===== src/rtl/mips_pkg.sv =====
// Shared MIPS load/store definitions: opcodes, sequencer modes and the
// ldst_seq state encoding.
package mips_pkg;

   localparam logic [5:0] OP_LW = 6'h23;
   localparam logic [5:0] OP_SW = 6'h2B;

   localparam int OPIDX_W = 5;

   typedef enum logic [1:0] {
      MODE_LW   = 2'b00,
      MODE_SW   = 2'b01,
      MODE_LWSW = 2'b10,
      MODE_ILL  = 2'b11
   } mode_e;

   typedef enum logic [2:0] {
      ST_IDLE     = 3'd0,
      ST_LW_ISSUE = 3'd1,
      ST_SW_ISSUE = 3'd2,
      ST_CHECK    = 3'd3,
      ST_FIN      = 3'd4
   } state_e;

endpackage


===== src/rtl/ldst_enc.sv =====
// I-type MIPS instruction packer: {opcode, rs, rt, imm} -> instruction word.
module ldst_enc
#(
   parameter int DATA_W = 32
)
(
   input  logic [5:0]        opcode,
   input  logic [4:0]        rs,
   input  logic [4:0]        rt,
   input  logic [15:0]       imm,
   output logic [DATA_W-1:0] word
);

   logic [31:0] raw;

   assign raw  = {opcode, rs, rt, imm};
   assign word = DATA_W'(raw);

endmodule


===== src/rtl/ldst_seq.sv =====
// Load/store instruction sequencer with optional register/memory readback check.
// Define LDST_SEQ_CHECK_EN to build the CHECK phase; otherwise issue goes straight to FIN.
//
// state       | meaning
// ------------+-----------------------------------------------------------
// ST_IDLE     | waiting for start
// ST_LW_ISSUE | issuing LW ops 0..NUM_OPS-1
// ST_SW_ISSUE | issuing SW ops 0..NUM_OPS-1
// ST_CHECK    | walking check indices, comparing reg vs mem one cycle later
// ST_FIN      | one cycle, done asserted
module ldst_seq
   import mips_pkg::*;
#(
   parameter int NUM_OPS = 5,
   parameter int RIDX_W  = 5,
   parameter int DATA_W  = 32
)
(
   input  logic              CLK,
   input  logic              RST,
   input  logic              start,
   input  logic [1:0]        mode,
   output logic [DATA_W-1:0] instr,
   output logic              instr_valid,
   input  logic              instr_ready,
   output logic [RIDX_W-1:0] chk_reg_idx,
   output logic [RIDX_W-1:0] chk_mem_idx,
   input  logic [DATA_W-1:0] chk_reg_data,
   input  logic [DATA_W-1:0] chk_mem_data,
   output logic              busy,
   output logic              done,
   output logic              err,
   output logic [7:0]        err_count
);

   localparam logic [OPIDX_W-1:0] LAST  = OPIDX_W'(NUM_OPS - 1);
   localparam logic [OPIDX_W-1:0] NOPS  = OPIDX_W'(NUM_OPS);

   state_e              state_q, state_d;
   mode_e               mode_q, mode_d;
   logic [OPIDX_W-1:0]  op_idx_q, op_idx_d, nxt_idx;
   logic [DATA_W-1:0]   instr_d, enc_word;
   logic                valid_d, busy_d, done_d, err_d;
   logic [7:0]          cnt_d;
   logic                is_sw;
   logic [5:0]          enc_op;
   logic [4:0]          enc_rs, enc_rt;
   logic [15:0]         enc_imm;

   // Encoder looks at the index that will be current after this edge, so the
   // next op is ready on the same edge that accepts the previous one.
   assign nxt_idx = (instr_valid && instr_ready && op_idx_q != LAST) ? op_idx_q + 1'b1 : op_idx_q;
   assign is_sw   = (state_q == ST_SW_ISSUE);
   assign enc_op  = is_sw ? OP_SW : OP_LW;
   assign enc_rs  = is_sw ? 5'(nxt_idx + NOPS) : 5'(nxt_idx);
   assign enc_rt  = is_sw ? 5'(LAST - nxt_idx) : 5'(nxt_idx);
   assign enc_imm = 16'(nxt_idx);

   ldst_enc #(.DATA_W(DATA_W)) u_enc (
      .opcode (enc_op),
      .rs     (enc_rs),
      .rt     (enc_rt),
      .imm    (enc_imm),
      .word   (enc_word)
   );

`ifdef LDST_SEQ_CHECK_EN
   logic [OPIDX_W-1:0] chk_cnt_q, chk_cnt_d;
   logic [RIDX_W-1:0]  reg_idx_q, reg_idx_d, mem_idx_q, mem_idx_d;

   assign chk_reg_idx = reg_idx_q;
   assign chk_mem_idx = mem_idx_q;
`else
   logic unused_chk_data;

   assign chk_reg_idx     = '0;
   assign chk_mem_idx     = '0;
   assign unused_chk_data = ^{chk_reg_data, chk_mem_data};
`endif

   always_comb begin
      state_d = state_q;
      mode_d  = mode_q;
      op_idx_d = op_idx_q;
      instr_d = instr;
      valid_d = instr_valid;
      busy_d  = busy;
      done_d  = 1'b0;
      err_d   = err;
      cnt_d   = err_count;
`ifdef LDST_SEQ_CHECK_EN
      chk_cnt_d = chk_cnt_q;
      reg_idx_d = reg_idx_q;
      mem_idx_d = mem_idx_q;
`endif
      case (state_q)
         ST_IDLE: begin
            if (start) begin
               busy_d   = 1'b1;
               err_d    = 1'b0;
               cnt_d    = 8'd0;
               op_idx_d = '0;
               mode_d   = mode_e'(mode);
               case (mode_e'(mode))
                  MODE_SW:  state_d = ST_SW_ISSUE;
                  MODE_ILL: begin
                     state_d = ST_FIN;
                     err_d   = 1'b1;
                     done_d  = 1'b1;
                  end
                  default:  state_d = ST_LW_ISSUE;
               endcase
            end
         end
         ST_LW_ISSUE, ST_SW_ISSUE: begin
            if (!instr_valid) begin
               valid_d = 1'b1;
               instr_d = enc_word;
            end else if (instr_ready) begin
               if (op_idx_q == LAST) begin
                  valid_d  = 1'b0;
                  op_idx_d = '0;
                  if (state_q == ST_LW_ISSUE && mode_q == MODE_LWSW) begin
                     state_d = ST_SW_ISSUE;
                  end else begin
`ifdef LDST_SEQ_CHECK_EN
                     state_d   = ST_CHECK;
                     chk_cnt_d = '0;
                     mem_idx_d = '0;
                     reg_idx_d = (mode_q == MODE_LW) ? '0 : RIDX_W'(LAST);
`else
                     state_d = ST_FIN;
                     done_d  = 1'b1;
`endif
                  end
               end else begin
                  op_idx_d = nxt_idx;
                  instr_d  = enc_word;
               end
            end
         end
         ST_CHECK: begin
`ifdef LDST_SEQ_CHECK_EN
            // Count 0 only presents the first index; data lags one cycle.
            if (chk_cnt_q != '0 && chk_reg_data != chk_mem_data) begin
               err_d = 1'b1;
               if (err_count != 8'hFF) cnt_d = err_count + 8'd1;
            end
            if (chk_cnt_q == NOPS) begin
               state_d   = ST_FIN;
               done_d    = 1'b1;
               reg_idx_d = '0;
               mem_idx_d = '0;
            end else begin
               chk_cnt_d = chk_cnt_q + 1'b1;
               if (chk_cnt_q != LAST) begin
                  mem_idx_d = RIDX_W'(chk_cnt_q + 1'b1);
                  reg_idx_d = (mode_q == MODE_LW) ? RIDX_W'(chk_cnt_q + 1'b1)
                                                  : RIDX_W'(LAST - chk_cnt_q - 1'b1);
               end
            end
`else
            state_d = ST_IDLE;
`endif
         end
         ST_FIN: begin
            state_d = ST_IDLE;
            busy_d  = 1'b0;
         end
         default: state_d = ST_IDLE;
      endcase
   end

   always_ff @(posedge CLK or posedge RST) begin
      if (RST) begin
         state_q     <= ST_IDLE;
         mode_q      <= MODE_LW;
         op_idx_q    <= '0;
         instr       <= '0;
         instr_valid <= 1'b0;
         busy        <= 1'b0;
         done        <= 1'b0;
         err         <= 1'b0;
         err_count   <= 8'd0;
      end else begin
         state_q     <= state_d;
         mode_q      <= mode_d;
         op_idx_q    <= op_idx_d;
         instr       <= instr_d;
         instr_valid <= valid_d;
         busy        <= busy_d;
         done        <= done_d;
         err         <= err_d;
         err_count   <= cnt_d;
      end
   end

`ifdef LDST_SEQ_CHECK_EN
   always_ff @(posedge CLK or posedge RST) begin
      if (RST) begin
         chk_cnt_q <= '0;
         reg_idx_q <= '0;
         mem_idx_q <= '0;
      end else begin
         chk_cnt_q <= chk_cnt_d;
         reg_idx_q <= reg_idx_d;
         mem_idx_q <= mem_idx_d;
      end
   end
`endif

endmodule

===== config.mk =====
export PLATFORM = sky130hd
export DESIGN_NAME = ldst_seq
export DESIGN_NICKNAME = d
export VERILOG_FILES = /design/src/rtl/mips_pkg.sv /design/src/rtl/ldst_enc.sv /design/src/rtl/ldst_seq.sv
export SDC_FILE = /design/constraint.sdc
export NUM_CORES = 1
export LEC_CHECK = 0
export CORE_ASPECT_RATIO = 2
export CORE_UTILIZATION = 38
export CTS_CLUSTER_SIZE = 12
export DETAILED_ROUTE_END_ITERATION = 7
export PLACE_DENSITY = 0.9
export SLEW_MARGIN = 15
export SYNTH_ARGS = -nofsm -noshare
export SYNTH_HDL_FRONTEND = slang
export SYNTH_SLANG_ARGS = --single-unit

===== constraint.sdc =====
create_clock -name CLK -period 5.7 [get_ports CLK]
set_input_delay 1.14 -clock CLK [delete_from_list [all_inputs] [get_ports CLK]]
set_output_delay 1.14 -clock CLK [all_outputs]
set_load 0.01 [all_outputs]

### Word level (Yosys, flattened, before mapping)

Cells that the tools add are included.
Widths: inputs -> output; s select.

* $add $sub $neg: 3
* equality and inequality tests: 14
* multiplexer cells: 31
* reductions and logical operators: 12

Operators by type and width (number)
* $mux 32: 3
* $mux 5: 7
* $mux 3: 5
* $pmux 3 s2: 2
* $mux 1: 10
* $ne 2x2->1 const B: 5
* $pmux 5 s2: 1
* $reduce_and 4->1: 2
* $add 5x1->5 const B: 1
* $add 5x3->5 const B: 1
* $eq 5x3->1 const B: 1
* $ne 5x3->1 const B: 1
* $sub 3x5->5 const A: 1
* $eq 2x2->1 const B: 2
* $mux 4: 1
* $pmux 1 s2: 2
* $reduce_and 2->1: 2
* $reduce_bool 2->1: 2
* $eq 3x1->1 const B: 1
* $eq 3x2->1 const B: 1
* $eq 3x3->1 const B: 1
* $logic_and 1x1->1: 3
* $logic_not 3->1: 1
* $reduce_and 3->1: 1
* 3 further kinds: 3

* register bits: 46
* logic and storage cells: 68

### Longest topological paths before layout

* depth after elaboration: 8
* mapped depth: 9

### Modules after synthesis

From an unflattened synthesis, not the netlist that was laid out.

* cells, all modules: 235
* area total of the unflattened synthesis: 2601.2 um^2

Modules (own cells, without submodules)
* ldst_seq: instances 1, cells each 203, area an instance 2361.0 um^2, seq. area each 1151.1 um^2
* ldst_enc: instances 1, cells each 32, area an instance 240.2 um^2, seq. area each 0.0 um^2

### Worst setup path after synthesis

OpenSTA, ideal clock, no wires.

* kind: input-to-reg
* start: input instr_ready
* end: register instr[25]
* setup time: 0.126 ns
* data arrival time: 2.412 ns
* data required time: 5.574 ns
* path slack: 3.162 ns
* stages on the path: 5
* path buffers: 0
* cells stage by stage: nand2_1 > or4_4 > a21o_1 > o211a_1 > a221o_1

* cells in the longest elaborated chain, start to end: 8
* elaborated cells between the ends (all ways): 10

Ends and longest elaborated chain
* start, declared: RTL line ldst_seq.sv:25 `input logic instr_ready,`
* $logic_and 1x1->1 (2 in series): RTL line ldst_seq.sv:52 `assign nxt_idx = (instr_valid && instr_ready && op_idx_q != LAST) ? op_idx_q + 1'b1 : op_idx_q;`
* $mux 5: RTL line ldst_seq.sv:52
* $add 5x3->5: RTL line ldst_seq.sv:55 `assign enc_rs = is_sw ? 5'(nxt_idx + NOPS) : 5'(nxt_idx);`
* $mux 5: RTL line ldst_seq.sv:55
* $mux 32: RTL line ldst_seq.sv:120 `if (op_idx_q == LAST) begin`
* $mux 32: RTL line ldst_seq.sv:119 `end else if (instr_ready) begin`
* $mux 32: RTL line ldst_seq.sv:116 `if (!instr_valid) begin`
* end signal, assigned: RTL line ldst_seq.sv:189 `instr <= instr_d;`
* end, declared: RTL line ldst_seq.sv:23 `output logic [DATA_W-1:0] instr,`

Several ways; a longest one is shown, not always the timed one. The select of a mux whose other input is x is not followed.
A chain may end at the register's enable or synchronous reset.

### Worst setup path in the final report

Same ends and word-level chain as after synthesis.

==> out/results.txt <==
The run finished with clean final reports. Entering global routing, the biggest net connects 30 pins. The initial utilization of the core area, before any placement, comes to 39.8%.

The share of synthesized area in the top cell type comes to 41.6%. Of all flip-flops after synthesis, the portion carrying an async set or reset was 100%. Clock latency at the later pin of the worst-skew pair: 280 ps.

After synthesis, the most frequently instantiated cells are sky130_fd_sc_hd__buf_4, sky130_fd_sc_hd__dfrtp_1, sky130_fd_sc_hd__nand2_1, sky130_fd_sc_hd__o21ai_0, sky130_fd_sc_hd__nor2_1. By area the synthesized netlist is led by sky130_fd_sc_hd__dfrtp_1, sky130_fd_sc_hd__buf_4, sky130_fd_sc_hd__nand2_1. Synthesis handed over a netlist of 192 instances. The clock transition at the registers of the reported paths is 70 ps.

Summing the sequential cell areas from Yosys gives 41.6% of the chip area. Clock tree synthesis inserted a total of 5 buffers. The worst hold path begins at instr[23]. After detailed placement, the design holds a cell count of 262. The H-tree was split into 2 levels.

Summed over all layers, the global routing overflow is 0. The post-synthesis to final-layout area growth came out at 16.4%. The die covers 0.00488 mm². IR analysis of the VDD net gives a maximum drop of 0.279 mV.

The logs give 29 for the total number of clock tree sinks and 0 ps for the total negative slack for setup checks. The largest buffer count on any clock path came out at 2. Dividing total power by cell area gives a power density of 426 mW/mm². For this run, the share of the core covered by cells in the final layout is 46.4%.

In this run the remaining antenna-violating nets after routing total 0. The post-synthesis cell type count came out at 46. Average instance area after synthesis: 9.09 µm². The slowest stage of the critical path belongs to the cell sky130_fd_sc_hd__or4_4. Headroom to the max-slew limit came out at 61.2%. In this run the critical register-to-register path is launched from op_idx_q[0]. The synthesized design contains 0 enable-type register cells.

The y dimension of the die was 97.8 µm. TritonCTS built the clock tree. For the number of diodes, the log shows 0.

The floorplan has 34 rows. The highest clock frequency the design can meet is 335 MHz, and the part of the cycle the worst path needs is 52.3%. STA puts the critical path data arrival time at 3140 ps. In the routed design, unresolved DRC markers number 0.

Tracing the worst setup path back leads to its startpoint at instr_ready. The tools report the final count of pins violating max slew as 0. Setup violations remaining at the end of the flow were counted as 0. The first global-routing pass estimated 5.61 mm of wire. Summed over all cells, the static leakage comes to 0.896 nW.

The logs give 287 for the number of nets in the layout and 0.901 for the final estimated routing congestion in global placement. Of the cells placed in the final design, the portion with a size suffix greater than 1 is 6.48%. The count of input and output buffers is 28, and the initial antenna violation count is 0. The pre-antenna-repair detailed-routing pass consisted of 4 iterations.

The total track usage was 15.1%. The HPWL after detailed placement is 2.53 mm. After detailed routing, the number of vias per cell comes to 5.02. On the worst path, the slowest cell contributes a delay of 560 ps.

Number of DRC markers after the initial detailed-route iteration: 42. Setup repair after global routing left no endpoint under its margin. At the worst endpoint, the required time is 5860 ps.

The kind of critical path was in2reg. Count of endpoints failing hold in the final timing report: 0. The worst setup path is captured at a register. Dividing the detail-routed wire length by the instance count gives 12.4 µm. The most common cell in the synthesized netlist is sky130_fd_sc_hd__buf_4.

Wires add up to 3.36 mm. The root buffer cell was sky130_fd_sc_hd__clkbuf_8. The number of primary I/O pins came out at 124. The total of max-cap violations came out at 0. The number of buffers inserted for hold repair after clock tree synthesis is 0, and the overall via count from detail_route is 1355. The tools report the number of global-route vias before repair as 1236. Across the routed clock network, the largest skew measured is 9.42 ps. The routed design could run at a clock period as short as 2980 ps.

The signal on the critical path passes through clkdlybuf4s50_1 > nand2_1 > or4_4 > a21o_1 > o211a_1 > a221o_1. Cell type contributing the most total cell area after synthesis: sky130_fd_sc_hd__dfrtp_1. The region available for standard cell placement spans 0.00438 mm². The number of warnings reported in the yosys synthesis log came out at 0.

The most used flip-flop cell after synthesis is sky130_fd_sc_hd__dfrtp_1. The number of setup buffers added after CTS is 0. The die width works out to 49.9 µm. The number of gates resized after CTS was 0. Post-place instance area: 0.00192 mm².

The worst min-delay path class was reg2reg. STA classifies the critical path startpoint as an input port. After the flow finishes, the layout carries non-filler instances totaling 270. After routing the design area is 0.00203 mm². The largest driver fanout on the critical path came out at 7. In this run, synthesis produced a sequential element count of 29. The synthesized netlist occupies a cell area of 0.00175 mm². For the pin with the worst max-slew slack, the measured transition is 582 ps.
per-layer routing:
| metal | global-route usage, % | wire length [µm] | vias up |
|---|---|---|---|
| met5 | 0 | 0 | - |
| met4 | 10.3 | 148 | 0 |
| met3 | 2.34 | 151 | 11 |
| met1 | 15.1 | 1240 | 626 |
| met2 | 27.1 | 1820 | 73 |
| li1 | - | - | 645 |
worst max-delay path: cells and delay by family:
family	cells	cell delay, ps
AO/OA/AOI/OAI	3	710
buffers and inverters	1	540
AND/OR/NAND/NOR	2	750
metrics by stage:
step / hold slack [ps] / power (mW) / worst slack [ps]
after global placement: 460 / 0.647 / 2500
after CTS: 485 / 0.872 / 2730
final: 479 / 0.865 / 2720
after detailed placement: 471 / 0.657 / 2450
after global routing: 502 / 0.929 / 2670
after floorplan: 471 / 0.549 / 3160
cell families after synthesis:
group | after synthesis | share of synthesized area (%)
AOI/OAI and AO/OA | 45 | 16.6
xor gates and xnor gates | 5 | 2.51
adders and majority gates | 2 | 1.43
buffers and inverters | 48 | 18.1
DFF | 29 | 41.6
muxes | 3 | 1.86
other | 1 | 0.215
and+or+nand+nor | 59 | 17.8
worst paths after layout:
path,to,slack [ps],depth (start not counted)
max,instr[25],2720,6
min,instr[23],480,2
max reg2reg,instr[25],3250,8
min reg2reg,instr[23],480,2
max in group asynchronous,instr_valid,4060,2
min in group asynchronous,instr[3],1240,2
area by class of cell:
cell class	count	area, µm²
tap	54	67.6
clock buffer	5	68.8
clock inverter	3	46.3
fill	410	2350
sequential	29	726
inverter	5	18.8
multi-input combinational	145	817
timing repair buffer	29	288
flip-flops by register name, indices dropped and copies added, names as in the netlist:
register / flops
busy: 1
err: 1
state_q: 3
instr: 15
mode_q: 2
op_idx_q: 5
done: 1
instr_valid: 1
cells in the final DEF (no fill, tap or decap), types with 4 or more instances in the layout:
| cell | instances |
|---|---|
| sky130_fd_sc_hd__inv_1 | 4 |
| sky130_fd_sc_hd__nor2_1 | 8 |
| sky130_fd_sc_hd__clkbuf_8 | 5 |
| sky130_fd_sc_hd__dfrtp_1 | 29 |
| sky130_fd_sc_hd__conb_1 | 31 |
| sky130_fd_sc_hd__nand2_1 | 25 |
| sky130_fd_sc_hd__a21oi_1 | 7 |
| sky130_fd_sc_hd__o21ai_0 | 15 |
| sky130_fd_sc_hd__clkdlybuf4s50_1 | 28 |
| sky130_fd_sc_hd__nand3_1 | 4 |
power by group:
part,internal [mW],switching [mW],leakage (nW),total [mW]
Sequential,0.265,0.0486,0.370,0.313
Combinational,0.160,0.181,0.471,0.341
Clock,0.131,0.0809,0.0543,0.211
Total,0.555,0.310,0.896,0.865
Note: power is estimated with default switching activity, not from simulation.
